<file path="src/rtl/alu_op_sequencer_if.sv">
// rtl/alu_op_sequencer_if.sv - request/result bundle between instruction decode and the ALU sequencer
interface alu_op_sequencer_if;
    logic       req_valid;
    logic       req_ready;
    logic [3:0] req_op;
    logic [7:0] req_a;
    logic [7:0] req_m;
    logic       res_valid;
    logic [7:0] res_data;
    logic       res_wb;

    modport master (
        output req_valid, req_op, req_a, req_m,
        input  req_ready, res_valid, res_data, res_wb
    );

    modport slave (
        input  req_valid, req_op, req_a, req_m,
        output req_ready, res_valid, res_data, res_wb
    );
endinterface

</file>
<file path="src/rtl/alu_op_sequencer.sv">
// rtl/alu_op_sequencer.sv - sequences one 6502 ALU micro-op at a time and owns status register P
module alu_op_sequencer #(
    parameter logic [2:0] ALU_ADD = 3'd0,
    parameter logic [2:0] ALU_AND = 3'd1,
    parameter logic [7:0] P_RESET = 8'h24
) (
    input  logic                      clk,
    input  logic                      reset,
    alu_op_sequencer_if.slave         req,
    input  logic                      p_wr,
    input  logic [7:0]                p_wdata,
    output logic [7:0]                p_out,
    output logic                      busy,
    output logic [2:0]                alu_ctrl,
    output logic [7:0]                alu_AI,
    output logic [7:0]                alu_BI,
    output logic                      alu_carry,
    output logic                      alu_BCD,
    input  logic [7:0]                alu_Y,
    input  logic [7:0]                alu_flags
);

    localparam logic [1:0] S_IDLE    = 2'd0;
    localparam logic [1:0] S_SETUP   = 2'd1;
    localparam logic [1:0] S_CAPTURE = 2'd2;
    localparam logic [1:0] S_DONE    = 2'd3;

    localparam logic [3:0] OP_ADC = 4'd0;
    localparam logic [3:0] OP_SBC = 4'd1;
    localparam logic [3:0] OP_CMP = 4'd2;
    localparam logic [3:0] OP_AND = 4'd3;
    localparam logic [3:0] OP_INC = 4'd4;
    localparam logic [3:0] OP_DEC = 4'd5;
    localparam logic [3:0] OP_ASL = 4'd6;
    localparam logic [3:0] OP_ROL = 4'd7;

    logic [1:0] state;
    logic [3:0] op_reg;
    logic [7:0] a_reg;
    logic [7:0] m_reg;
    logic [7:0] y_reg;
    logic [7:0] p_reg;
    logic [7:0] p_next;
    logic       op_valid;
    logic       accept;
    logic       unused_flags;

    // Only the carry bit of the ALU flag bus is meaningful here.
    assign unused_flags = ^alu_flags[7:1];

    assign p_out         = p_reg;
    assign busy          = (state != S_IDLE);
    assign op_valid      = !op_reg[3];
    assign req.req_ready = (state == S_IDLE) && !p_wr && !reset;
    assign accept        = req.req_valid && req.req_ready;

    // Flag update from the live ALU output during CAPTURE; V uses the registered ALU inputs.
    always_comb begin
        logic n_f, z_f, c_f, v_f;
        n_f    = alu_Y[7];
        z_f    = (alu_Y == 8'h00);
        c_f    = alu_flags[0];
        v_f    = (alu_AI[7] == alu_BI[7]) && (alu_Y[7] != alu_AI[7]);
        p_next = p_reg;
        case (op_reg)
            OP_ADC, OP_SBC: begin
                p_next[7] = n_f;
                p_next[6] = v_f;
                p_next[1] = z_f;
                p_next[0] = c_f;
            end
            OP_CMP, OP_ASL, OP_ROL: begin
                p_next[7] = n_f;
                p_next[1] = z_f;
                p_next[0] = c_f;
            end
            OP_AND, OP_INC, OP_DEC: begin
                p_next[7] = n_f;
                p_next[1] = z_f;
            end
            default: p_next = p_reg;
        endcase
        p_next[5] = 1'b1;
    end

    // Four-state sequencer: accept, program ALU, capture and commit flags, present result.
    always_ff @(posedge clk) begin
        if (reset) begin
            state         <= S_IDLE;
            p_reg         <= P_RESET;
            op_reg        <= 4'd0;
            a_reg         <= 8'h00;
            m_reg         <= 8'h00;
            y_reg         <= 8'h00;
            req.res_valid <= 1'b0;
            req.res_data  <= 8'h00;
            req.res_wb    <= 1'b0;
            alu_ctrl      <= ALU_ADD;
            alu_AI        <= 8'h00;
            alu_BI        <= 8'h00;
            alu_carry     <= 1'b0;
            alu_BCD       <= 1'b0;
        end else begin
            req.res_valid <= 1'b0;
            case (state)
                S_IDLE: begin
                    if (p_wr) begin
                        p_reg <= p_wdata | 8'h20;
                    end else if (accept) begin
                        op_reg <= req.req_op;
                        a_reg  <= req.req_a;
                        m_reg  <= req.req_m;
                        state  <= S_SETUP;
                    end
                end
                S_SETUP: begin
                    alu_ctrl  <= ALU_ADD;
                    alu_BCD   <= 1'b0;
                    alu_carry <= 1'b0;
                    alu_AI    <= 8'h00;
                    alu_BI    <= 8'h00;
                    case (op_reg)
                        OP_ADC: begin
                            alu_AI <= a_reg;  alu_BI <= m_reg;
                            alu_carry <= p_reg[0]; alu_BCD <= p_reg[3];
                        end
                        OP_SBC: begin
                            alu_AI <= a_reg;  alu_BI <= ~m_reg;
                            alu_carry <= p_reg[0]; alu_BCD <= p_reg[3];
                        end
                        OP_CMP: begin
                            alu_AI <= a_reg;  alu_BI <= ~m_reg; alu_carry <= 1'b1;
                        end
                        OP_AND: begin
                            alu_ctrl <= ALU_AND; alu_AI <= a_reg; alu_BI <= m_reg;
                        end
                        OP_INC: begin
                            alu_AI <= m_reg;  alu_BI <= 8'h00; alu_carry <= 1'b1;
                        end
                        OP_DEC: begin
                            alu_AI <= m_reg;  alu_BI <= 8'hFF;
                        end
                        OP_ASL: begin
                            alu_AI <= a_reg;  alu_BI <= a_reg;
                        end
                        OP_ROL: begin
                            alu_AI <= a_reg;  alu_BI <= a_reg; alu_carry <= p_reg[0];
                        end
                        default: ;
                    endcase
                    state <= S_CAPTURE;
                end
                S_CAPTURE: begin
                    y_reg <= alu_Y;
                    p_reg <= p_next;
                    state <= S_DONE;
                end
                default: begin
                    req.res_valid <= 1'b1;
                    req.res_data  <= op_valid ? y_reg : 8'h00;
                    req.res_wb    <= op_valid && (op_reg != OP_CMP);
                    state         <= S_IDLE;
                end
            endcase
        end
    end

endmodule

</file>
<file path="src/flat_wrapper.sv">
// flat-port wrapper written by rule: the top's interface ports become plain ports
module alu_op_sequencer_flat 
#(
    parameter logic [2:0] ALU_ADD = 3'd0,
    parameter logic [2:0] ALU_AND = 3'd1,
    parameter logic [7:0] P_RESET = 8'h24
)
  (clk, reset, p_wr, p_wdata, p_out, busy, alu_ctrl, alu_AI, alu_BI, alu_carry, alu_BCD, alu_Y, alu_flags, req_req_valid, req_req_op, req_req_a, req_req_m, req_req_ready, req_res_valid, req_res_data, req_res_wb);
  alu_op_sequencer_if req_i ();
  input  logic clk;
  input  logic reset;
  input  logic p_wr;
  input  logic [7:0] p_wdata;
  output logic [7:0] p_out;
  output logic busy;
  output logic [2:0] alu_ctrl;
  output logic [7:0] alu_AI;
  output logic [7:0] alu_BI;
  output logic alu_carry;
  output logic alu_BCD;
  input  logic [7:0] alu_Y;
  input  logic [7:0] alu_flags;
  input wire logic [$bits(req_i.req_valid)-1:0] req_req_valid;
  input wire logic [$bits(req_i.req_op)-1:0] req_req_op;
  input wire logic [$bits(req_i.req_a)-1:0] req_req_a;
  input wire logic [$bits(req_i.req_m)-1:0] req_req_m;
  output wire logic [$bits(req_i.req_ready)-1:0] req_req_ready;
  output wire logic [$bits(req_i.res_valid)-1:0] req_res_valid;
  output wire logic [$bits(req_i.res_data)-1:0] req_res_data;
  output wire logic [$bits(req_i.res_wb)-1:0] req_res_wb;
  assign req_i.req_valid = req_req_valid;
  assign req_i.req_op = req_req_op;
  assign req_i.req_a = req_req_a;
  assign req_i.req_m = req_req_m;
  assign req_req_ready = req_i.req_ready;
  assign req_res_valid = req_i.res_valid;
  assign req_res_data = req_i.res_data;
  assign req_res_wb = req_i.res_wb;
  alu_op_sequencer #(.ALU_ADD(ALU_ADD), .ALU_AND(ALU_AND), .P_RESET(P_RESET)) u_core (.clk(clk), .reset(reset), .req(req_i), .p_wr(p_wr), .p_wdata(p_wdata), .p_out(p_out), .busy(busy), .alu_ctrl(alu_ctrl), .alu_AI(alu_AI), .alu_BI(alu_BI), .alu_carry(alu_carry), .alu_BCD(alu_BCD), .alu_Y(alu_Y), .alu_flags(alu_flags));
endmodule
</file>
<file path="config.mk">
export PLATFORM = sky130hd
export DESIGN_NAME = alu_op_sequencer_flat
export DESIGN_NICKNAME = d
export VERILOG_FILES = /design/src/rtl/alu_op_sequencer_if.sv /design/src/rtl/alu_op_sequencer.sv /design/src/flat_wrapper.sv
export SDC_FILE = /design/constraint.sdc
export NUM_CORES = 1
export LEC_CHECK = 0
export BUFFER_PORTS_ARGS = -buffer_cell sky130_fd_sc_hd__buf_4
export CORE_MARGIN = 5
export CORE_UTILIZATION = 52
export CTS_CLUSTER_DIAMETER = 100
export DETAILED_ROUTE_END_ITERATION = 16
export PLACE_DENSITY = 0.81
export RECOVER_POWER = 25
export SYNTH_ARGS = -nofsm -noshare
export SYNTH_HDL_FRONTEND = slang
export SYNTH_SLANG_ARGS = --single-unit
</file>
<file path="constraint.sdc">
create_clock -name clk -period 1.9 [get_ports clk]
set_clock_uncertainty 0.2 [all_clocks]
set_input_delay 0.285 -clock clk [delete_from_list [all_inputs] [get_ports clk]]
set_output_delay 0.285 -clock clk [all_outputs]
set_load 0.01 [all_outputs]
</file>
==> results of run 1 <==
==> worst max-delay path: cells and delay by family, from the launching register on <==
kind                     cells  cell delay [ns]
adder cells (fa/ha/maj)      1             0.21
buffers and inverters        4             0.43
flip-flops                   1             0.36
==> cells in the final DEF, fill, tap and decap left out, drive strengths merged, types with 5 or more instances in the layout <==
master       count
inv              7
a21oi           37
nand2b          16
or3              9
mux2i            9
mux2             8
nor2b           21
buf             72
dfxtp           66
o21ai           24
clkbuf          36
ha               5
o22ai            7
a211oi           7
nor2            34
a22oi            9
dlygate4sd3     25
xnor2            7
nand2           45
nor3b            6
==> where the power goes <==
group	total, mW	switching [mW]	internal, mW
logic	0.480	0.235	0.245
registers	1.49	0.0524	1.44
clock network	1.29	0.525	0.770
total	3.27	0.812	2.45
==> through the flow <==
stage | std cells | power (mW)
2_1_floorplan | 376 | 1.78
3_3_place_gp | 518 | 1.94
3_5_place_dp | 518 | 1.96
4_1_cts | 559 | 3.28
5_1_grt | 559 | 3.40
6_report | 559 | 3.27
==> timing repair <==
action / CTS / global route
pin swaps: 0 / 0
endpoints found under the setup margin: 1 / 7
gates cloned: 0 / 0
endpoints found under the hold margin: 25 / 0
hold buffers: 25 / 0
resized for setup: 2 / 5
==> Yosys cell counts (all sizes together) (5+ instances only) <==
cell and count:
nand2b 16, buf 19, o21ai 24, ha 5, nor2b 21, mux2i 9, o22ai 7, dfxtp 66
nor2 34, clkbuf 11, inv 7, nand2 45, a22oi 9, xnor2 7, nor3b 6, a21oi 37
or3 9, a211oi 7, mux2 8
==> worst max-delay path by stage <==
stage / from / end / slack, ns
final: u_core.state[0] / busy / 0.09
after global routing: u_core.state[0] / req_req_ready / -0.002
after CTS: u_core.state[0] / busy / 0.04
after detailed placement: u_core.state[1] / u_core.alu_BI[2] / 0.11
after global placement: u_core.state[0] / u_core.p_out[6] / 0.15
after floorplan: u_core.state[0] / u_core.state[0] / 0.1
==> area by class of cell <==
class | count | area share
Multi-Input combinational cell | 273 | 0.389
Tap cell | 75 | 0.0223
Sequential cell | 66 | 0.314
Clock inverter | 5 | 0.0184
Timing Repair Buffer | 122 | 0.216
Inverter | 7 | 0.00624
Clock buffer | 11 | 0.0336
==> cells by family after synthesis <==
kind of cell / after synthesis / share of synthesized area
DFF: 66 / 0.418
buffers and inverters: 37 / 0.0673
muxes: 17 / 0.0570
xor gates and xnor gates: 8 / 0.0222
and+or+nand+nor: 146 / 0.234
other: 2 / 0.00238
AOI/OAI and AO/OA: 94 / 0.179
adders and majority gates: 5 / 0.0198
==> per-layer routing <==
layer  vias to the layer above  share of wire  global-route usage
li1                       1480              -                   -
met1                      1394           0.42               0.282
met2                        88           0.50               0.386
met3                        10          0.063              0.0470
met4                         0          0.012              0.0725
met5                         -              0                   0
==> implementation parameters, run 1 <==
Parameter                              Value

Cells and area
  Share of the core filled with cells    0.712
  Fraction of layout cells with a size suffix above 1    0.207
  Finished Cell Area    4210 sq um
  Final net count    532
  Count of inserted antenna diode cells    0
  Layout-stage area growth over the synthesis result    33.3%
  Area of the multi-input gates    1640 sq um
  Layout fillers    444
  Sequential cell area in the final layout    1320 sq um

Setup path
  Signal arrival time at the worst endpoint    1.33 ns
  R2R Setup Slk    0.16 ns
  Largest driver fanout on the critical path    6
  Cell with the largest stage delay on the worst path    dfxtp_2
  CP endpoint kind    primary output
  Critical path's most frequent cell    buf_4
  Critical Path Max Stage Delay    0.36 ns
  Logic depth of the worst register-to-register path    7
  Data required time of the worst path    1.41 ns
  Nature of the critical path startpoint    register
  List of cells traversed by the critical path    inv_1, ha_1, buf_4, inv_2, buf_4
  Crit Path Class    register to primary output
  Worst R2R Start    u_core.state[0]
  RR Endpoint    u_core.p_out[7]

Timing
  Final-report max-slew violation count    0
  Actual slew at the worst max-slew pin    0.584 ns
  Setup violators final    0
  Period minus WS final    1.81 ns
  Hold Slack    0.0120 ns
  Final clock period utilization by the worst path    0.953
  Slew headroom    0.609
  Endpoints failing hold    0
  Highest clock rate    0.552 GHz
  Aggregate negative setup slack    0 ns
  Least setup slack across all paths after layout    0.0894 ns

Floorplan
  Initial core utilization    0.534
  Core box area    5920 sq um
  Die footprint    7730 sq um
  Site Rows    28
  Ports placed on the boundary    89
  Chip Height    87.9 microns
  Chip width    87.9 microns

Clock tree
  Clock-pin transition on the worst setup and hold timing paths    0.07 ns
  CTS tree    yes
  Count of clock tree sinks    66
  Later-pin clock latency in the skew report    0.34 ns
  Setup repair bufs after CTS    0
  Longest Clk Path Bufs    2
  Number of levels the H-tree was split into    3
  Clock tree root buffer cell    clkbuf_8
  Number of buffers added by the clock tree synthesis step    9

Power
  Pleak    1.65 nW
  Total power density per cell area    775 nW/um^2
  IR Drop Worst-Case VDD    0.550 mV

Yosys
  Count of distinct cell types in the synthesized netlist    44
  Dominant cell type by area after synthesis    dfxtp_1
  Synth warnings    0
  Post-Synthesis Mean Instance Area    8.42 sq um
  Area of the mapped netlist    3160 sq um
  Post-synthesis sequential area ratio    0.418
  #FFs+latches synth    66
  Number of enable-type register cells in the synthesized netlist    0
  Main synth FF type    dfxtp_1
  Synth area leaders    dfxtp_1 (42%), a21oi_1 (5.9%), nand2_1 (5.2%)
  Share of the synthesized area in the top cell type    0.418
  Async set-or-reset flop fraction in the synthesized netlist    0
  Number of cells produced by synthesis    375

Detailed routing
  Starting DRC count in detailed routing    244
  Ratio of routed vias to standard cells    5.32
  Routed wire length per instance    14.9 microns
  Post-DRT Antenna Nets    0
  Number of iterations in the first detailed-routing pass    5
  Total via count after detailed routing    2972
  Final routed wirelength across all metal layers    8.34 mm
  Remaining design rule violation count    0

Placement
  Instance area after placement    3820 sq um
  Setup Slack @ Placement    0.112 ns
  DP HPWL    5.57 mm
  Count of port buffers added during placement    77
  Global placer's final weighted congestion    0.793

Global routing
  Overall Global Routing Usage    0.225
  Maximum number of pins on one net before global-route repair    41
  Global-route wire length before repair    13.5 mm
  Initial antenna violation count    0
  GRT Residual Overflow    0
  Number of global-route vias before repair    2831

Worst hold path
  Path category of the worst min-delay check    input pin to register
  Hold depth    3
  Hold_sp    alu_Y[4]
  End point of the most critical hold path    u_core.y_reg[4]

Run
  Max capacitance violation total    0

Outcome
  Run status    completed
Power figures use the tool's default switching activity.
==> run 2: changes to the inputs <==
- HOLD_SLACK_MARGIN: default -> 0.12
==> run 2 against run 1 <==
Critical path depth fell by 1. Fmax fell by 2.0%. First-iteration DRC count rose by 14%. Sequential power barely moved. Flip-flop and latch count did not move. Power rose by 0.42%. Clock-buffer cell count did not move. Setup slack got worse by 0.036 ns. Final area rose by 1.9%. Combinational power rose by 3%. Critical endpoint is now req_req_ready.
==> implementation parameters, run 2 (synthesized netlist as in run 1, its figures left out) <==
Parameter                              Value

Floorplan
  Site Rows    28 (unchanged)
  Chip Height    87.9 microns (unchanged)
  Initial core utilization    0.534 (unchanged)
  Die footprint    7730 sq um (unchanged)
  Chip width    87.9 microns (unchanged)
  Ports placed on the boundary    89 (unchanged)
  Core box area    5920 sq um (unchanged)

Global routing
  Initial antenna violation count    0 (unchanged)
  Global-route wire length before repair    13.8 mm (+2.0%)
  Number of global-route vias before repair    2872 (+1.4%)
  Overall Global Routing Usage    0.230 (+0.00488)
  Maximum number of pins on one net before global-route repair    41 (unchanged)
  GRT Residual Overflow    0 (unchanged)

Timing
  Final clock period utilization by the worst path    0.972 (+0.0191)
  Slew headroom    0.604 (-0.00527)
  Setup repair after global routing missed its margin    no
  Highest clock rate    0.541 GHz (-2.0%)
  Hold Slack    0.165 ns (+0.153 ns)
  Endpoints failing hold    0 (unchanged)
  Aggregate negative setup slack    0 ns (unchanged)
  Final-report max-slew violation count    0 (unchanged)
  Setup violators final    0 (unchanged)
  Period minus WS final    1.85 ns (+0.0363 ns)
  Actual slew at the worst max-slew pin    0.592 ns (+0.00787 ns)
  Least setup slack across all paths after layout    0.0531 ns (-0.0363 ns)

Setup path
  Largest driver fanout on the critical path    20 (+14)
  Signal arrival time at the worst endpoint    1.36 ns (+0.03 ns)
  CP endpoint kind    primary output
  Crit Path Class    input pin to primary output
  Nature of the critical path startpoint    input pin
  Data required time of the worst path    1.41 ns (about the same)

Cells and area
  Commonest cells after routing, fill and taps aside    buf_4 (68), dfxtp_1 (64), nand2_1 (43), a21oi_1 (37), nor2_1 (34)
  Non-filler instance count after layout    566 (+1.3%)
  Layout fillers    431 (-2.9%)
  Layout-stage area growth over the synthesis result    35.8%
  Most common library cell in the layout ignoring fill and taps    buf_4
  Fraction of layout cells with a size suffix above 1    0.204 (-0.00295)
  Final net count    539 (+1.3%)
  Finished Cell Area    4290 sq um (+1.9%)
  Share of the core filled with cells    0.725 (+0.0133)
  Count of inserted antenna diode cells    0 (unchanged)

Detailed routing
  Ratio of routed vias to standard cells    5.27 (-0.80%)
  Post-DRT Antenna Nets    0 (unchanged)
  Remaining design rule violation count    0 (unchanged)
  Starting DRC count in detailed routing    277 (+14%)
  Total via count after detailed routing    2985 (+0.44%)
  Uppermost routed layer    met4
  Wire length on met2    4.31 mm (+3.5%)
  Routed wire length per instance    15.0 microns (+0.63%)
  M1 WL    3.52 mm (-0.62%)
  Final routed wirelength across all metal layers    8.50 mm (+1.9%)
  Routed wire length on met3    565 microns (+7.0%)
  Number of iterations in the first detailed-routing pass    4 (-1)

Run
  Max capacitance violation total    0 (unchanged)

Clock tree
  Count of clock tree sinks    66 (unchanged)
  Number of buffers added by the clock tree synthesis step    9 (unchanged)
  Later-pin clock latency in the skew report    0.34 ns (about the same)
  CTS tree    yes
  Number of levels the H-tree was split into    3 (unchanged)
  Longest Clk Path Bufs    2 (unchanged)
  Clock-pin transition on the worst setup and hold timing paths    0.07 ns (about the same)
  Setup repair bufs after CTS    0 (unchanged)
  Clock tree root buffer cell    clkbuf_8

Placement
  Instance area after placement    3820 sq um (unchanged)
  DP HPWL    5.57 mm (unchanged)
  Global placer's final weighted congestion    0.793 (unchanged)
  Cell Count Post-Placement    518 (unchanged)
  Setup Slack @ Placement    0.112 ns (unchanged)
  Count of port buffers added during placement    77 (unchanged)

Power
  Final total power    3.28 mW (+0.42%)
  Total power density per cell area    764 nW/um^2 (-1.4%)
  IR Drop Worst-Case VDD    0.551 mV (+0.22%)
  Pleak    1.68 nW (+1.5%)

Outcome
  Run status    completed

Worst hold path
  Path category of the worst min-delay check    input pin to register
==> run 2: area by class of cell <==
type	count	area, sq um	area share
sequential	66	1320	0.308
inverter	7	26.3	0.00612
clock buffer	11	141	0.0329
multi-input combinational	273	1650	0.384
tap	75	93.8	0.0219
timing repair buffer	129	980	0.228
clock inverter	5	77.6	0.0181
==> run 2: worst paths after layout <==
check	startpoint	end	slack (ns)	cells past startpoint
max	reset	req_req_ready	0.05	4
min	p_wdata[0]	u_core.p_out[0]	0.16	3
min reg2reg	u_core.alu_BI[4]	u_core.alu_BI[4]	0.28	2
max reg2reg	u_core.op_reg[2]	u_core.alu_AI[5]	0.18	5
==> run 2: what timing repair did <==
action,CTS,global route
endpoints found under the setup margin,1,8
gates resized for setup,2,8
endpoints found under the hold margin,46,0
hold buffers,32,0
==> run 2: worst max-delay path, cell delays in order <==
cell and delay (ns):
dlygate4sd3_1 0.55, buf_6 0.17, nor3b_4 0.20, buf_4 0.15
==> run 2: where the power goes <==
| group | internal (mW) | switching (mW) |
|---|---|---|
| sequential | 1.44 | 0.0522 |
| combinational | 0.257 | 0.240 |
| clock | 0.770 | 0.522 |
| total | 2.47 | 0.813 |
==> run 2: routing by layer <==
metal	GRT usage	vias up
met3	0.0470	8
met5	0	-
met1	0.287	1389
met4	0.0725	0
met2	0.397	95
li1	-	1493
